==> src/rtl/router_pkg.sv <==
// Shared definitions for the 1x3 packet router control path: FSM state
// encodings, header address constants, and a helper that picks one of
// three per-port flags by address.
package router_pkg;

  typedef enum logic [2:0] {
    DA  = 3'd0,  // DECODE_ADDRESS
    LFD = 3'd1,  // LOAD_FIRST_DATA
    LD  = 3'd2,  // LOAD_DATA
    LP  = 3'd3,  // LOAD_PARITY
    CPE = 3'd4,  // CHECK_PARITY_ERROR
    FFS = 3'd5,  // FIFO_FULL_STATE
    LAF = 3'd6,  // LOAD_AFTER_FULL
    WTE = 3'd7   // WAIT_TILL_EMPTY
  } state_t;

  localparam logic [1:0] ADDR_P0      = 2'd0;
  localparam logic [1:0] ADDR_P1      = 2'd1;
  localparam logic [1:0] ADDR_P2      = 2'd2;
  localparam logic [1:0] ADDR_INVALID = 2'd3;

  // Select the flag belonging to the addressed port; the invalid address
  // never selects a port, so it reads as 0.
  function automatic logic sel_port_flag(input logic [1:0] addr,
                                         input logic [2:0] flags);
    case (addr)
      ADDR_P0:      return flags[0];
      ADDR_P1:      return flags[1];
      ADDR_P2:      return flags[2];
      ADDR_INVALID: return 1'b0;
      default:      return 1'b0;
    endcase
  endfunction

endpackage

==> src/rtl/router_fsm.sv <==
// Control FSM of the 1x3 packet router. Decodes the header address, steers
// the register block through its load phases, enables FIFO writes and
// raises busy toward the source whenever a byte cannot be accepted.
// Optional feature: define ROUTER_FSM_SOFT_RESET_EN to let a FIFO timeout
// soft reset on the latched destination port abort the packet back to DA.
import router_pkg::*;

module router_fsm (
  input  logic       clock,
  input  logic       resetn,
  input  logic       pkt_valid,
  input  logic [1:0] data_in,
  input  logic       fifo_full,
  input  logic       fifo_empty_0,
  input  logic       fifo_empty_1,
  input  logic       fifo_empty_2,
  input  logic       soft_reset_0,
  input  logic       soft_reset_1,
  input  logic       soft_reset_2,
  input  logic       parity_done,
  input  logic       low_packet_valid,
  output logic       write_enb_reg,
  output logic       detect_add,
  output logic       ld_state,
  output logic       laf_state,
  output logic       lfd_state,
  output logic       full_state,
  output logic       rst_int_reg,
  output logic       busy
);

  state_t     state;
  state_t     next_state;
  logic [1:0] addr_q;
  logic [2:0] empty_vec;
  logic       hdr_valid;
  logic       hdr_empty;
  logic       latched_empty;
  logic       soft_hit;

  assign empty_vec     = {fifo_empty_2, fifo_empty_1, fifo_empty_0};
  assign hdr_valid     = pkt_valid && (data_in != ADDR_INVALID);
  assign hdr_empty     = sel_port_flag(data_in, empty_vec);
  assign latched_empty = sel_port_flag(addr_q, empty_vec);

`ifdef ROUTER_FSM_SOFT_RESET_EN
  // Only the port this packet is headed for may abort it.
  assign soft_hit = sel_port_flag(addr_q, {soft_reset_2, soft_reset_1, soft_reset_0});
`else
  logic unused_soft_reset;
  assign unused_soft_reset = ^{soft_reset_0, soft_reset_1, soft_reset_2};
  assign soft_hit          = 1'b0;
`endif

  // State register; resetn returns to DA without waiting for a clock edge.
  always_ff @(posedge clock or negedge resetn) begin
    // NOTE: sequential state uses non-blocking (<=) so every register samples
    // pre-edge values and simulation order cannot change the result.
    if (!resetn) state <= DA;
    else         state <= next_state;
  end

  // Destination latch: remembers the header address while the packet (or the
  // wait for its FIFO to drain) is in progress.
  always_ff @(posedge clock or negedge resetn) begin
    if (!resetn)                      addr_q <= ADDR_P0;
    else if (state == DA && pkt_valid) addr_q <= data_in;
  end

  // Next-state logic; the soft reset override is applied last so it wins.
  always_comb begin
    // NOTE: assigning a default before the case keeps every path driven, so
    // no latch is inferred when a branch leaves next_state untouched.
    next_state = state;
    case (state)
      DA: begin
        if (hdr_valid) next_state = hdr_empty ? LFD : WTE;
      end
      LFD: next_state = LD;
      LD: begin
        if (fifo_full)       next_state = FFS;
        else if (!pkt_valid) next_state = LP;
      end
      FFS: begin
        if (!fifo_full) next_state = LAF;
      end
      LAF: begin
        if (parity_done)           next_state = DA;
        else if (low_packet_valid) next_state = LP;
        else                       next_state = LD;
      end
      LP:  next_state = CPE;
      CPE: next_state = fifo_full ? FFS : DA;
      WTE: begin
        if (latched_empty) next_state = LFD;
      end
      default: next_state = DA;
    endcase
    if (soft_hit) next_state = DA;
  end

  // Moore output decode straight from the current state.
  always_comb begin
    detect_add    = 1'b0;
    lfd_state     = 1'b0;
    ld_state      = 1'b0;
    laf_state     = 1'b0;
    full_state    = 1'b0;
    write_enb_reg = 1'b0;
    rst_int_reg   = 1'b0;
    busy          = 1'b1;
    case (state)
      DA:  begin detect_add = 1'b1; busy = 1'b0; end
      LFD: lfd_state = 1'b1;
      LD:  begin ld_state = 1'b1; write_enb_reg = 1'b1; busy = 1'b0; end
      LP:  write_enb_reg = 1'b1;
      CPE: rst_int_reg = 1'b1;
      FFS: full_state = 1'b1;
      LAF: begin laf_state = 1'b1; write_enb_reg = 1'b1; end
      WTE: busy = 1'b1;
      default: busy = 1'b1;
    endcase
  end

endmodule

==> config.mk <==
export PLATFORM = sky130hd
export DESIGN_NAME = router_fsm
export DESIGN_NICKNAME = d
export VERILOG_FILES = /design/src/rtl/router_pkg.sv /design/src/rtl/router_fsm.sv
export SDC_FILE = /design/constraint.sdc
export NUM_CORES = 1
export LEC_CHECK = 0
export ABC_AREA = 1
export ABC_CLOCK_PERIOD_IN_PS = 2700
export BUFFER_PORTS_ARGS = -buffer_cell sky130_fd_sc_hd__buf_2
export CORE_ASPECT_RATIO = 1.1
export CORE_UTILIZATION = 40
export CTS_CLUSTER_SIZE = 10
export DETAILED_ROUTE_END_ITERATION = 8
export PLACE_DENSITY = 0.67
export SLEW_MARGIN = 20
export SYNTH_ARGS = -nofsm -noshare
export SYNTH_HDL_FRONTEND = slang
export SYNTH_SLANG_ARGS = --single-unit
==> constraint.sdc <==
create_clock -name clock -period 2.7 [get_ports clock]
set_input_delay 0.135 -clock clock [delete_from_list [all_inputs] [get_ports clock]]
set_output_delay 0.135 -clock clock [all_outputs]
set_load 0.01 [all_outputs]
# Word level (Yosys, flattened, before mapping)
# Cells that the tools add are included.
# classes
add_sub_neg	0
n_mul	0
n_div	0
magnitude_cmp	0
eq_ne	18
shifts	0
muxes	20
bitwise_logic	0
n_reduce_logical	8
# op_table
operator	n
one-hot mux 3 bit (8 select lines)	1
2-to-1 mux 3 bit	7
== test 3 bit (second input constant)	4
2-to-1 mux 1 bit	9
== test 2 bit (second input constant)	4
inequality test 2 bit (second input constant)	4
one-hot mux 1 bit (4 select lines)	2
== test 3 x 2 -> 1 bit (second input constant)	2
== test 2 x 1 -> 1 bit (second input constant)	2
logical NOT 2 bit	2
AND reduction 4 bit	1
== test 3 x 1 -> 1 bit (second input constant)	1
logical NOT 3 bit	1
inequality test 3 bit (second input constant)	1
OR reduction 3 bit	1
logical AND 1 bit	2
2-to-1 mux 2 bit	1
OR reduction 2 bit	1
# word_totals
register_bits	5
latch_bits	0
mem_bits_rw	0
mem_bits_ro	0
inputBits	14
out_inout_bits	8
word_cells	48
n_memories	0

# Longest topological paths before layout
# logic_depth
depth_word	5
depth_mapped	9

# Least setup slack after synthesis
# Ideal clock, no wire load.
# synth_path
kind	register to register
start	reg state[2]
end	reg addr_q[0]
t_arrival_ps	981
path_slack_ps	1598
path_stages_with_launch	8
path_buffers	1
synth_period_minus_slack_ps	1102
path_cell_list	dfrtp_1 > buf_6 > nor2_8 > inv_4 > nor2_8 > nand2_2 > nand2_1 > o21ai_1
# synth_via
elab_chain_cells	2
# synth_rtl
element	line	rtl
start, declared	router_fsm.sv:32	state_t state;
start signal, assigned	router_fsm.sv:60	else state <= next_state;
logical NOT 3 bit	router_fsm.sv:67	else if (state == DA && pkt_valid) addr_q <= data_in;
logical AND 1 bit	router_fsm.sv:67	
end signal, assigned	router_fsm.sv:67	
end, declared	router_fsm.sv:34	logic [1:0] addr_q;
# Every way passes these cells.
# A chain may end at the register's enable or synchronous reset.

# Final worst setup path
# layout_path
start	reg state[2]
end	out detect_add
# layout_via
elab_chain_cells	2
# layout_rtl
element	line	rtl
logical NOT 3 bit	router_fsm.sv:112	case (state)
2-to-1 mux 1 bit	router_fsm.sv:112	
end, declared	router_fsm.sv:23	output logic detect_add,
# Every way passes these cells.

==> summary.txt <==
outcome - complete, no violations
setup violators final - 0
share of cells above drive strength 1 - 40.0%
CTS sink count - 5
worst path required time - 2570 ps
crit-path max FO - 9
synthesized cell area - 573 µm²
final net count - 120
Die H - 41.7 µm
GRT Total Usage - 18.2%
DRT iter0 DRCs - 10
Starting Density - 45.8%
Tightest Hold Check Type - in2reg
pins over their slew limit - 0
initial antenna violation count - 0
clock slew at reported path FFs - 50 ps
pwr dens - 1120 nW/µm²
root buf cell - clkbuf_4
post-placement setup slack - 1320 ps
Placed Instances - 115
Vias - 585
syn avg cell area - 6.74 µm²
Placer Congestion - 0.818
HPWL Detailed - 974 µm
final-report hold violation count - 0
Synth Instances - 85
Core Region - 1250 µm²
CTS tree - done
Yosys reg bits - 5
post-cts repair resize count - 0
Lkg Pwr - 0.404 nW
CP arrival - 1360 ps
die area - 1590 µm²
worst hold path stage count - 3
Worst Reg2Reg Path Length in Cells - 7
worst slew pin tran - 594 ps
FF-to-FF End - state[0]
Layout area overhead - 19.4%
syn nets - 99
DRC - 0
CTS Buf Count - 3
grt ovf - 0
H-tree Lvls - 1
period utilization - 55.4%
sequential element share of the synthesized area - 21.8%
# port buffers - 18
Routed WL per cell - 9.90 µm
Via density - 4.88
io pins - 22
Max VDD drop - 0.000436 V
diode count - 0
final worst setup slack - 1200 ps
post-synthesis async set-or-reset flop share - 100%
Total Neg Setup Slack - 0 ps
hold endpoint - addr_q[1]
Top FF cell, synth - dfrtp_1
relative slew slack - 60.4%
min-delay src - data_in[1]
Routed Antenna Nets - 0
vias in the first global route - 547
R2R setup slack - 1300 ps
Die W - 38.1 µm
maximum clock frequency - 669 MHz
drt total wl - 1.19 mm
startpoint types - flip-flop
RSZ-0062 raised after global routing - no
Post-synth EDFFs - 0
num rows - 13
Syn. warnings - 0
worst skew pair latency - 250 ps
largest buffer count on any clock path - 2
CP Capture Type - primary output
Period minus WS final - 1500 ps
reg2reg start - state[2]
Non-Filler Instances - 120
clk_skew - 3.45 ps
first-pass GRT wire length - 2.15 mm
CP Class - reg2out
DRT Pass-1 Iters - 4
Max Cap Viol - 0
fillers - 131
Distinct cells, synth - 19
pin count of the biggest net entering global routing - 11
-- metrics by stage --
step / util (%) / hold WS [ps] / area, µm² / power [W]
6_report: 54.6 / 177 / 684 / 0.000765
5_1_grt: 54.6 / 204 / 684 / 0.000848
4_1_cts: 54.6 / 170 / 684 / 0.000773
3_3_place_gp: 51.7 / -51.6 / 648 / 0.000673
2_1_floorplan: - / -161 / 573 / 0.000608
3_5_place_dp: 51.7 / -47.8 / 648 / 0.000679
-- placed cells by master, fill, tap and decap left out --
cell,netlist,routed
clkbuf_1,0,1
inv_1,11,11
nor2_2,4,4
nor3_2,2,2
nand2_1,25,25
o22ai_1,1,1
nand3_1,5,5
buf_2,0,18
nand3_2,4,4
dlygate4sd3_1,0,1
inv_4,3,3
nor2_1,7,7
clkinv_1,1,1
nor2_8,2,2
o21ai_0,1,1
nand4_1,1,1
clkbuf_4,0,3
nor2_4,1,1
dfrtp_1,5,5
o21ai_1,2,2
a21oi_1,2,2
nand2_2,5,5
-- final cells by class --
cell class,count,area (µm²),share of cell area (%)
multi-input combinational,62,350,51.2
timing repair buffer,19,100,14.6
tap,15,18.8,2.74
inverter,15,63.8,9.32
sequential,5,125,18.3
clock buffer,4,26.3,3.84
-- routing by layer --
metal  wire length, µm  up-vias  global-route usage (%)
li1                  -      304                       -
met1               525      264                    24.2
met2               610       17                    27.8
met3                52        0                    4.81
met4                 0        0                    6.43
met5                 0        -                       0
-- synth_stat cells (3+ instances only) --
cell type  number  area share, %
dfrtp_1         5             22
inv_1          11            7.2
nand3_1         5            4.4
inv_4           3            3.3
buf_6           3            5.9
nand2_2         5            5.5
nor2_1          7            4.6
nor2_2          4            4.4
nand3_2         4            7.0
nand2_1        25             16
-- what timing repair did --
item	in CTS	in global routing
setup buffers	0	0
hold endpoints to repair	5	0
hold buffers	1	0
-- kinds of logic after synthesis --
| logic type | count (synthesis) | share of synthesized area, % |
|---|---|---|
| flops | 5 | 21.8 |
| simple gates | 56 | 55.7 |
| compound gates | 6 | 5.46 |
| buf+inv | 18 | 17.0 |
-- registers in the layout, indices dropped and copies added (netlist names) --
name	count
addr_q	2
state	3
-- worst max-delay path, stage by stage, from the launching register on --
cell	delay (ps)
dfrtp_1	590
nor2_8	230
inv_4	70
nor2_8	90
buf_2	140
-- where the power goes --
part           total [W]  internal [W]  switching (W)
Combinational   0.000442      0.000186       0.000257
Clock          0.0000917     0.0000562      0.0000355
Sequential      0.000231      0.000112       0.000119
Total           0.000765      0.000354       0.000411
-- how the worst max path moves through the flow --
stage,cells after the start,end,start
after floorplan,7,addr_q[0],state[2]
after global placement,7,state[0],state[2]
after detailed placement,7,state[0],state[2]
after CTS,4,detect_add,state[2]
after global routing,3,rst_int_reg,state[2]
final,4,detect_add,state[2]
(Power assumes the default switching activity.)
